==> src/rtl/interruption_pkg.sv <==
// Shared types and constants for the task-clock interruption controller.
package interruption_pkg;

  localparam int unsigned DefCntW  = 64;
  localparam int unsigned DefNumBp = 4;
  localparam int unsigned DefStepW = 16;

  typedef enum logic [1:0] {
    StRun  = 2'd0,
    StStep = 2'd1,
    StHalt = 2'd2
  } state_e;

  // halt_cause bit positions, as offsets above the NUM_BP breakpoint-hit bits
  localparam int unsigned CauseBrkOfs  = 0;
  localparam int unsigned CauseStepOfs = 1;

endpackage

==> src/rtl/clk_gate_cell.sv <==
// Glitch-free clock gate: BUFGCE on the FPGA target, equivalent behavioural model otherwise.
module clk_gate_cell (
  input  logic sys_clk,
  input  logic task_clk_ce,
  output logic task_clk
);

`ifdef USE_BUFGCE
  BUFGCE u_bufgce (
    .I  (sys_clk),
    .CE (task_clk_ce),
    .O  (task_clk)
  );
`else
  // Enable is captured while the clock is low, so the output never produces a runt pulse.
  logic ce_lo_q;

  always_ff @(negedge sys_clk) begin
    ce_lo_q <= task_clk_ce;
  end

  assign task_clk = sys_clk & ce_lo_q;
`endif

endmodule

==> src/rtl/interruption_ctrl.sv <==
// Task-clock controller: run/step/halt FSM with cycle-count breakpoints and external break.
module interruption_ctrl
  import interruption_pkg::*;
#(
  parameter int unsigned CNT_W  = DefCntW,
  parameter int unsigned NUM_BP = DefNumBp,
  parameter int unsigned STEP_W = DefStepW
) (
  input  logic                    sys_clk,
  input  logic                    sys_rst,
  input  logic                    clk_en,
  input  logic                    difftest_break,
  input  logic [NUM_BP*CNT_W-1:0] bp_value,
  input  logic [NUM_BP-1:0]       bp_arm,
  input  logic [NUM_BP-1:0]       bp_disarm,
  input  logic                    resume,
  input  logic                    step_req,
  input  logic [STEP_W-1:0]       step_n,
  output logic                    task_clk,
  output logic                    task_clk_ce,
  output logic [1:0]              state,
  output logic [NUM_BP+1:0]       halt_cause,
  output logic [CNT_W-1:0]        cycle_count,
  output logic [NUM_BP-1:0]       armed,
  output logic                    cnt_ovf
);

  localparam logic [NUM_BP+1:0] StepDoneCause = (NUM_BP+2)'(1) << (NUM_BP + CauseStepOfs);
  localparam logic [STEP_W-1:0] StepOne       = STEP_W'(1);

  logic [1:0]        state_q;
  logic [CNT_W-1:0]  cnt_q;
  logic [STEP_W-1:0] step_rem_q;
  logic [NUM_BP+1:0] cause_q;
  logic [NUM_BP-1:0] armed_q, armed_d;
  logic              ovf_q;
  logic              brk_q;

  logic [NUM_BP-1:0] hit;
  logic              running;
  logic              ce;

  always_comb begin
    hit = '0;
    for (int i = 0; i < int'(NUM_BP); i++) begin
      hit[i] = armed_q[i] & (cnt_q == bp_value[i*CNT_W +: CNT_W]);
    end
  end

  assign running = (state_q == StRun) || (state_q == StStep);
  assign ce      = ~sys_rst & clk_en & running & ~|hit & ~brk_q;

  // Hit channels auto-disarm on the halt they cause; an arm pulse still wins.
  always_comb begin
    armed_d = armed_q;
    if (clk_en && running) begin
      armed_d = armed_d & ~hit;
    end
    armed_d = (armed_d & ~bp_disarm) | bp_arm;
  end

  always_ff @(posedge sys_clk) begin
    if (sys_rst) begin
      state_q    <= StRun;
      cnt_q      <= '0;
      step_rem_q <= '0;
      cause_q    <= '0;
      armed_q    <= '0;
      ovf_q      <= 1'b0;
      brk_q      <= 1'b0;
    end else begin
      brk_q   <= difftest_break;
      armed_q <= armed_d;
      if (ce) begin
        cnt_q <= cnt_q + 1'b1;
        if (&cnt_q) begin
          ovf_q <= 1'b1;
        end
      end
      if (state_q == 2'd3) begin
        state_q <= StHalt;
      end else if (clk_en) begin
        if (running && (|hit || brk_q)) begin
          state_q <= StHalt;
          cause_q <= {1'b0, brk_q, hit};
        end else if (state_q == StStep && ce) begin
          step_rem_q <= step_rem_q - 1'b1;
          if (step_rem_q == StepOne) begin
            state_q <= StHalt;
            cause_q <= StepDoneCause;
          end
        end else if (state_q == StHalt && !brk_q) begin
          if (step_req) begin
            step_rem_q <= (step_n == '0) ? StepOne : step_n;
            state_q    <= StStep;
            cause_q    <= '0;
          end else if (resume) begin
            state_q <= StRun;
            cause_q <= '0;
          end
        end
      end
    end
  end

  assign task_clk_ce = ce;
  assign state       = state_q;
  assign halt_cause  = cause_q;
  assign cycle_count = cnt_q;
  assign armed       = armed_q;
  assign cnt_ovf     = ovf_q;

  clk_gate_cell u_clk_gate (
    .sys_clk     (sys_clk),
    .task_clk_ce (ce),
    .task_clk    (task_clk)
  );

endmodule

==> config.mk <==
export PLATFORM = sky130hd
export DESIGN_NAME = interruption_ctrl
export DESIGN_NICKNAME = d
export VERILOG_FILES = /design/src/rtl/interruption_pkg.sv /design/src/rtl/clk_gate_cell.sv /design/src/rtl/interruption_ctrl.sv
export SDC_FILE = /design/constraint.sdc
export NUM_CORES = 1
export LEC_CHECK = 0
export CORE_MARGIN = 5
export CORE_UTILIZATION = 43
export CTS_CLUSTER_DIAMETER = 100
export DETAILED_ROUTE_END_ITERATION = 7
export PLACE_DENSITY = 0.91
export SLEW_MARGIN = 20
export SYNTH_ARGS = -nofsm -noshare
export SYNTH_HDL_FRONTEND = slang
export SYNTH_HIERARCHICAL = 1
export SYNTH_SLANG_ARGS = --single-unit
==> constraint.sdc <==
create_clock -name sys_clk -period 3.3 [get_ports sys_clk]
set_clock_uncertainty 0.2 [all_clocks]
set_input_delay 0.495 -clock sys_clk [delete_from_list [all_inputs] [get_ports sys_clk]]
set_output_delay 0.495 -clock sys_clk [all_outputs]
set_load 0.005 [all_outputs]
After elaboration in Yosys (flattened, before gate mapping)
Cells that the tools add are included.
{"block": "word_totals", "wordCells": 82, "inputBits": 286, "output_inout_bits": 79, "reg_bits": 95}
{"block": "op_classes", "muxes": 19, "n_eq_ne": 10, "n_reduce_logical": 24, "addsub": 2, "n_bitwise": 18}
{"cell": "$eq 64x64->1", "n": 4}
{"cell": "$reduce_and 65->1", "n": 1}
{"cell": "$add 64x1->64 const B", "n": 1}
{"cell": "$mux 16", "n": 4}
{"cell": "$mux 6", "n": 6}
{"cell": "$eq 16x1->1 const B", "n": 1}
{"cell": "$logic_not 16->1", "n": 1}
{"cell": "$mux 2", "n": 8}
{"cell": "$sub 16x1->16 const B", "n": 1}
{"cell": "$reduce_and 5->1", "n": 2}
{"cell": "$and 1x1->1", "n": 9}
{"cell": "$and 4x4->4", "n": 2}
{"cell": "$not 4->4", "n": 2}
{"cell": "$reduce_and 4->1", "n": 2}
{"cell": "$reduce_bool 4->1", "n": 2}
{"cell": "$reduce_bool 2->1", "n": 3}
{"cell": "$reduce_bool 5->1", "n": 1}
{"cell": "$eq 2x2->1 const B", "n": 2}
{"cell": "$logic_and 1x1->1", "n": 4}
{"cell": "$mux 4", "n": 1}
{"cell": "$ne 4x3->1 const B", "n": 1}
{"cell": "$not 1->1", "n": 4}
{"cell": "$or 4x4->4", "n": 1}
{"cell": "$reduce_or 4->1", "n": 1}
{"cell": "other kinds (7)", "n": 9}

Depth between registers and ports, before layout
Gate-level depths: netlist of run 1.
{"block": "logic_depth", "ltp_word": 11, "mapped_depth": 11}

By module
Netlist of run 1, hierarchy kept.
{"module": "interruption_ctrl", "n_inst": 1, "area_per_inst_um2": 7970.1, "cells_each": 988}
{"module": "clk_gate_cell", "n_inst": 1, "area_per_inst_um2": 30.0, "cells_each": 3}

==> summary.txt, run 1 <==
outcome -> finished with violations
failing checks -> setup timing
worst skew pair latency -> 0.47 ns
Critical Path Source Type -> flip-flop
max-cap violation count -> 0
RSZ-0062 raised after global routing -> yes
Die X -> 146.4 µm
overall via count from detail_route -> 10,430
Mapped Nets -> 1,280
Final GP Congestion -> 1.036
Highest Signal Layer -> met5
post-route DRC violation count -> 0
core area -> 18,150 µm²
slew of the pin with the lowest slew margin -> 1.054 ns
Avg Inst Size Synth -> 8.073 µm²
Clock transition at path regs -> 0.07 ns
Syn. warnings -> 6
met3 routed WL -> 4.916 mm
Synth area leaders -> xor2_1 30%, dfxtp_1 24%, nor4_1 5.9%
Pleak -> 6.263 nW
WL/cell -> 24.86 µm
first-pass GRT wire length -> 63.51 mm
Synth top cells by count -> 271 x xor2_1, 95 x dfxtp_1, 75 x nor4_1, 55 x buf_2, 45 x a21oi_1
final instance area -> 14,090 µm²
Worst Slack Setup Final -> -0.6782 ns
number of global-route vias before repair -> 10,708
Die ar. -> 21,430 µm²
max-slew violations -> 0
DRT Pass-1 Iters -> 5
EDFF count, synth -> 0
Worst Path Required -> 1.88 ns
final setup vio count -> 56
total grt overflow -> 0
crit end category -> flip-flop
Max transition margin -> 29.71%
Distinct cells, synth -> 67
Synth Register Bits -> 95
Yosys top cell area share -> 29.67%
maximum vdd drop -> 0.2679 mV
post-route ant nets -> 0
Layout area overhead -> 76.15%
Crit Path Category -> reg2reg
Cell Area, Synth -> 8000 µm²
# hold bufs at CTS -> 0
DRT iter0 DRCs -> 1,175
Post-Route M1 WL -> 14.99 mm
fin util -> 77.65%
vias per std cell -> 5.946
Seq/Total Area, Yosys -> 23.77%
met2 wire length -> 20.47 mm
top-count cell post-synth -> xor2_1
total detailed-routing wirelength -> 43.60 mm
CTS tree -> done
flip-flop and latch area -> 1947 µm²
Initial Util -> 44.08%
cell taking the most area after synthesis -> xor2_1
Multi-input gate area -> 5677 µm²
largest net degree at the start of global routing -> 89
gr usage total -> 38.73%
Port Buffer Count -> 364
# nets final -> 1,809
die height -> 146.4 µm
CP arrival -> 2.55 ns
peak fanout along the critical path -> 3
Hold Path Class -> in2reg
layout cells sized above 1 -> 22.51%
fillers -> 1,135
initial antenna violation count -> 2
Placement Cell Area -> 13,410 µm²
row count -> 49
commonest register cell after synthesis -> dfxtp_1
pwr/cell area -> 224.1 nW/µm²
R2R depth -> 10
hpwl dp -> 35.16 mm
WHS Path Cells -> 3
Tot Pwr -> 3.159 mW
num ports -> 365
Post-Syn Instances -> 991
final hold viol count -> 0
share of synthesized registers carrying an async set or reset -> 0%
logic make-up after synthesis:
| family | after synthesis | synth area share [%] |
|---|---|---|
| buffers and inverters | 125 | 7.569 |
| muxes | 10 | 1.345 |
| and+or+nand+nor | 342 | 24.99 |
| xor gates and xnor gates | 274 | 30.00 |
| adders and majority gates | 3 | 0.4692 |
| DFF | 95 | 23.77 |
| AOI/OAI and AO/OA | 142 | 11.86 |
state kept, by name, indices dropped and copies added, names as in the netlist:
| name | cells |
|---|---|
| cycle_count | 64 |
| step_rem_q | 16 |
| halt_cause | 6 |
| armed | 4 |
| state | 2 |
| brk_q | 1 |
| cnt_ovf | 1 |
| u_clk_gate/ce_lo_q | 1 |
through the flow:
stage / hold WS (ns) / setup TNS [ns] / setup WS [ns] / cells
after global placement: 0.2573 / -36.84 / -1.344 / 1721
after CTS: 0.2313 / -5.200 / -0.5991 / 1749
final: 0.2558 / -9.711 / -0.6782 / 1754
after floorplan: 0.2478 / -0.5791 / -0.5791 / 991
after detailed placement: 0.2678 / -41.54 / -1.370 / 1721
after global routing: 0.2492 / -13.80 / -0.7513 / 1754
report_power, final:
part	internal, mW	total [mW]	switching (mW)
Clock	0.729	1.23	0.501
Combinational	0.453	0.751	0.298
Sequential	1.16	1.18	0.0215
worst paths after layout:
check                 startpoint            endpoint  slack, ns
setup / recovery  cycle_count[4]  u_clk_gate/ce_lo_q      -0.68
hold / removal           sys_rst     cycle_count[48]       0.26
setup reg to reg  cycle_count[4]  u_clk_gate/ce_lo_q      -0.68
hold reg to reg    halt_cause[3]       halt_cause[3]       0.28
what timing repair did:
item                       in CTS  in global routing
gates resized for setup        50                 14
setup buffers                  11                  4
setup endpoints to repair      76                 75
pin swaps                      16                 10
critical path, stage by stage, from the launching register on:
cell and delay, ns:
dfxtp_4 0.35, buf_6 0.13, buf_4 0.13, xor2_1 0.17
nor4_1 0.34, buf_4 0.20, nand4_1 0.15, nor4_2 0.32
a22oi_2 0.16, nand3_4 0.10, inv_2 0.04
cell usage in the layout, fill, tap and decap left out, types with 14 or more instances in the layout:
cell | netlist | layout
clkdlybuf4s50_1 | 0 | 360
xor2_1 | 271 | 268
buf_4 | 10 | 228
dfxtp_1 | 95 | 69
nor4_1 | 75 | 59
a21oi_1 | 45 | 45
nand2_1 | 44 | 44
nand4_1 | 42 | 42
nor2_1 | 41 | 41
or3_1 | 30 | 30
nand3_1 | 30 | 29
o21ai_0 | 28 | 28
inv_1 | 28 | 27
dfxtp_2 | 0 | 21
buf_12 | 0 | 16
nor4_2 | 2 | 15
or4_1 | 15 | 15
o31ai_1 | 14 | 14
routing by layer:
layer,vias up,GRT usage (%)
li1,4566,-
met1,4803,42.14
met2,827,65.85
met3,232,11.71
met4,2,24.22
met5,-,0
cell type report:
class                   count  share of cell area (%)
repair buffers            611                   40.49
multi-input cells         771                   40.28
flip-flops and latches     95                   13.82
clock buffers              16                   2.495
well taps                 229                   2.033
inverters                  27                  0.7192
clock inverters             4                  0.1509
diodes                      1                 0.01776
No activity file was read; power rests on OpenSTA's default activity.
==> run 2: changes to the inputs <==
--- a/config.mk
+++ b/config.mk
@@ -6,10 +6,11 @@
 export NUM_CORES = 1
 export LEC_CHECK = 0
 export CORE_MARGIN = 5
-export CORE_UTILIZATION = 43
+export CORE_UTILIZATION = 44
+export CTS_BUF_LIST = sky130_fd_sc_hd__clkbuf_8
 export CTS_CLUSTER_DIAMETER = 100
 export DETAILED_ROUTE_END_ITERATION = 7
-export PLACE_DENSITY = 0.91
+export PLACE_DENSITY = 0.92
 export SLEW_MARGIN = 20
 export SYNTH_ARGS = -nofsm -noshare
 export SYNTH_HDL_FRONTEND = slang
==> summary.txt, run 2 (synthesis gave the netlist of run 1 again) <==
final instance area -> 13,840 µm² (-1.8%)
CP startpoint -> cycle_count[47]
total detailed-routing wirelength -> 42.55 mm (-2.4%)
Pleak -> 6.158 nW (-1.7%)
Worst R2R End -> u_clk_gate/ce_lo_q
DRT iter0 DRCs -> 1,038 (-12%)
RR Startpoint -> cycle_count[47]
DRT Pass-1 Iters -> 6 (+1)
gr usage total -> 38.04% (-0.69 points)
Final GP Congestion -> 1.001 (-3.4%)
die height -> 144.8 µm (-1.1%)
Die ar. -> 20,980 µm² (-2.1%)
CP arrival -> 2.60 ns (+0.05 ns)
Die X -> 144.8 µm (-1.1%)
first-pass GRT wire length -> 59.40 mm (-6.5%)
crit end category -> flip-flop
most frequent cells in the layout -> 361 x clkdlybuf4s50_1, 269 x xor2_1, 213 x buf_4
R2R depth -> 9 (-1)
row count -> 49 (unchanged)
final setup vio count -> 35 (-38%)
Clock transition at path regs -> 0.10 ns (+0.03 ns)
Slowest cell on crit path -> nor4_2
post-route ant nets -> 0 (unchanged)
Initial Util -> 44.54% (+0.45 points)
initial antenna violation count -> 1 (-1)
# hold bufs at CTS -> 0 (unchanged)
Critical Path Source Type -> flip-flop
outcome -> finished with violations
Layout area overhead -> 72.94%
failing checks -> setup timing
Crit path top cell by count -> buf_4
# nets final -> 1,790 (-1.1%)
Max transition margin -> 33.32% (+3.6 points)
post-route DRC violation count -> 0 (unchanged)
Crit Path Category -> reg2reg
max-cap violation count -> 0 (unchanged)
WL/cell -> 24.50 µm (-1.4%)
pwr/cell area -> 200.8 nW/µm² (-10%)
fin util -> 77.02% (-0.63 points)
worst skew pair latency -> 0.50 ns (+0.03 ns)
placed insts -> 1,714 (-0.41%)
maximum vdd drop -> 0.1772 mV (-34%)
total grt overflow -> 0 (unchanged)
Worst Path Required -> 1.89 ns (about the same)
commonest non-fill, non-tap cell in the layout -> clkdlybuf4s50_1
num ports -> 365 (unchanged)
peak fanout along the critical path -> 6 (+3)
overall via count from detail_route -> 10,260 (-1.6%)
layout cells sized above 1 -> 22.78% (+0.27 points)
fillers -> 1,178 (+3.8%)
final setup TNS -> -4.800 ns (+4.910 ns)
largest net degree at the start of global routing -> 90 (+1.1%)
CTS tree -> done
Hold Path Class -> reg2reg
Non-Filler Instances -> 1,737 (-0.97%)
Tot Pwr -> 2.778 mW (-12%)
cells along the critical path -> buf_4 > xor2_1 > nor4_2 > nand4_1 > buf_4 > nor4_4 > a22oi_2 > nand3_4 > inv_2
Placement Cell Area -> 13,360 µm² (-0.39%)
max-slew violations -> 0 (unchanged)
Port Buffer Count -> 364 (unchanged)
final hold viol count -> 0 (unchanged)
pre-CTS setup slack -> -1.313 ns (+0.05723 ns)
Hold WS -> 0.2868 ns (+0.03102 ns)
number of global-route vias before repair -> 10,372 (-3.1%)
vias per std cell -> 5.907 (-0.67%)
max reg flops -> 64 (unchanged)
CP peak stage delay -> 0.44 ns (+0.09 ns)
slew of the pin with the lowest slew margin -> 1.000 ns (-0.05404 ns)
RSZ-0062 raised after global routing -> yes
Critical Path Sink -> u_clk_gate/ce_lo_q
hpwl dp -> 34.48 mm (-1.9%)
reg-to-reg setup timing slack -> -0.71 ns (-0.03 ns)
core area -> 17,960 µm² (-1.0%)
Worst Slack Setup Final -> -0.7087 ns (-0.03045 ns)
run 2: repair_timing:
action                                  CTS  global route
buffers inserted                          1             2
endpoints found under the setup margin   75            72
pin swaps                                11             8
resized for setup                        46            34
run 2: cell type report:
cell class / instances / area (µm²) / share of cell area, %
well taps: 229 / 286.5 / 2.071
multi-input cells: 771 / 5712 / 41.28
diodes: 2 / 5.005 / 0.03617
clock inverters: 7 / 38.79 / 0.2803
clock buffers: 14 / 190.2 / 1.375
inverters: 27 / 101.3 / 0.7325
repair buffers: 592 / 5540 / 40.04
flip-flops and latches: 95 / 1962 / 14.18
run 2: power by group:
part           total, mW  internal, mW  switching, mW
combinational      0.750         0.453          0.297
sequential          1.18          1.15         0.0235
clock              0.850         0.377          0.473
total               2.78          1.99          0.793
run 2: how the worst min path moves through the flow:
stage,start,endpoint,slack [ns],cells after the start
final,cnt_ovf,cnt_ovf,0.29,1
after global routing,cnt_ovf,cnt_ovf,0.31,1
after CTS,cnt_ovf,cnt_ovf,0.29,1
after detailed placement,cnt_ovf,cnt_ovf,0.26,1
after global placement,cnt_ovf,cnt_ovf,0.25,1
after floorplan,step_rem_q[12],step_rem_q[12],0.25,2
run 2: layer usage:
metal	GRT usage [%]	share of wire, %	wire, µm
met3	9.760	11	4832
met1	42.82	35	14750
met2	63.86	47	19880
met4	24.20	7.3	3096
met5	0	0	0
run 2: critical path: cells and delay by family (launching register included):
| kind | cells | cell delay (ns) |
|---|---|---|
| AOI/OAI and AO/OA | 1 | 0.15 |
| and+or+nand+nor | 4 | 0.99 |
| DFF | 1 | 0.37 |
| buffers and inverters | 3 | 0.41 |
| xor gates and xnor gates | 1 | 0.18 |
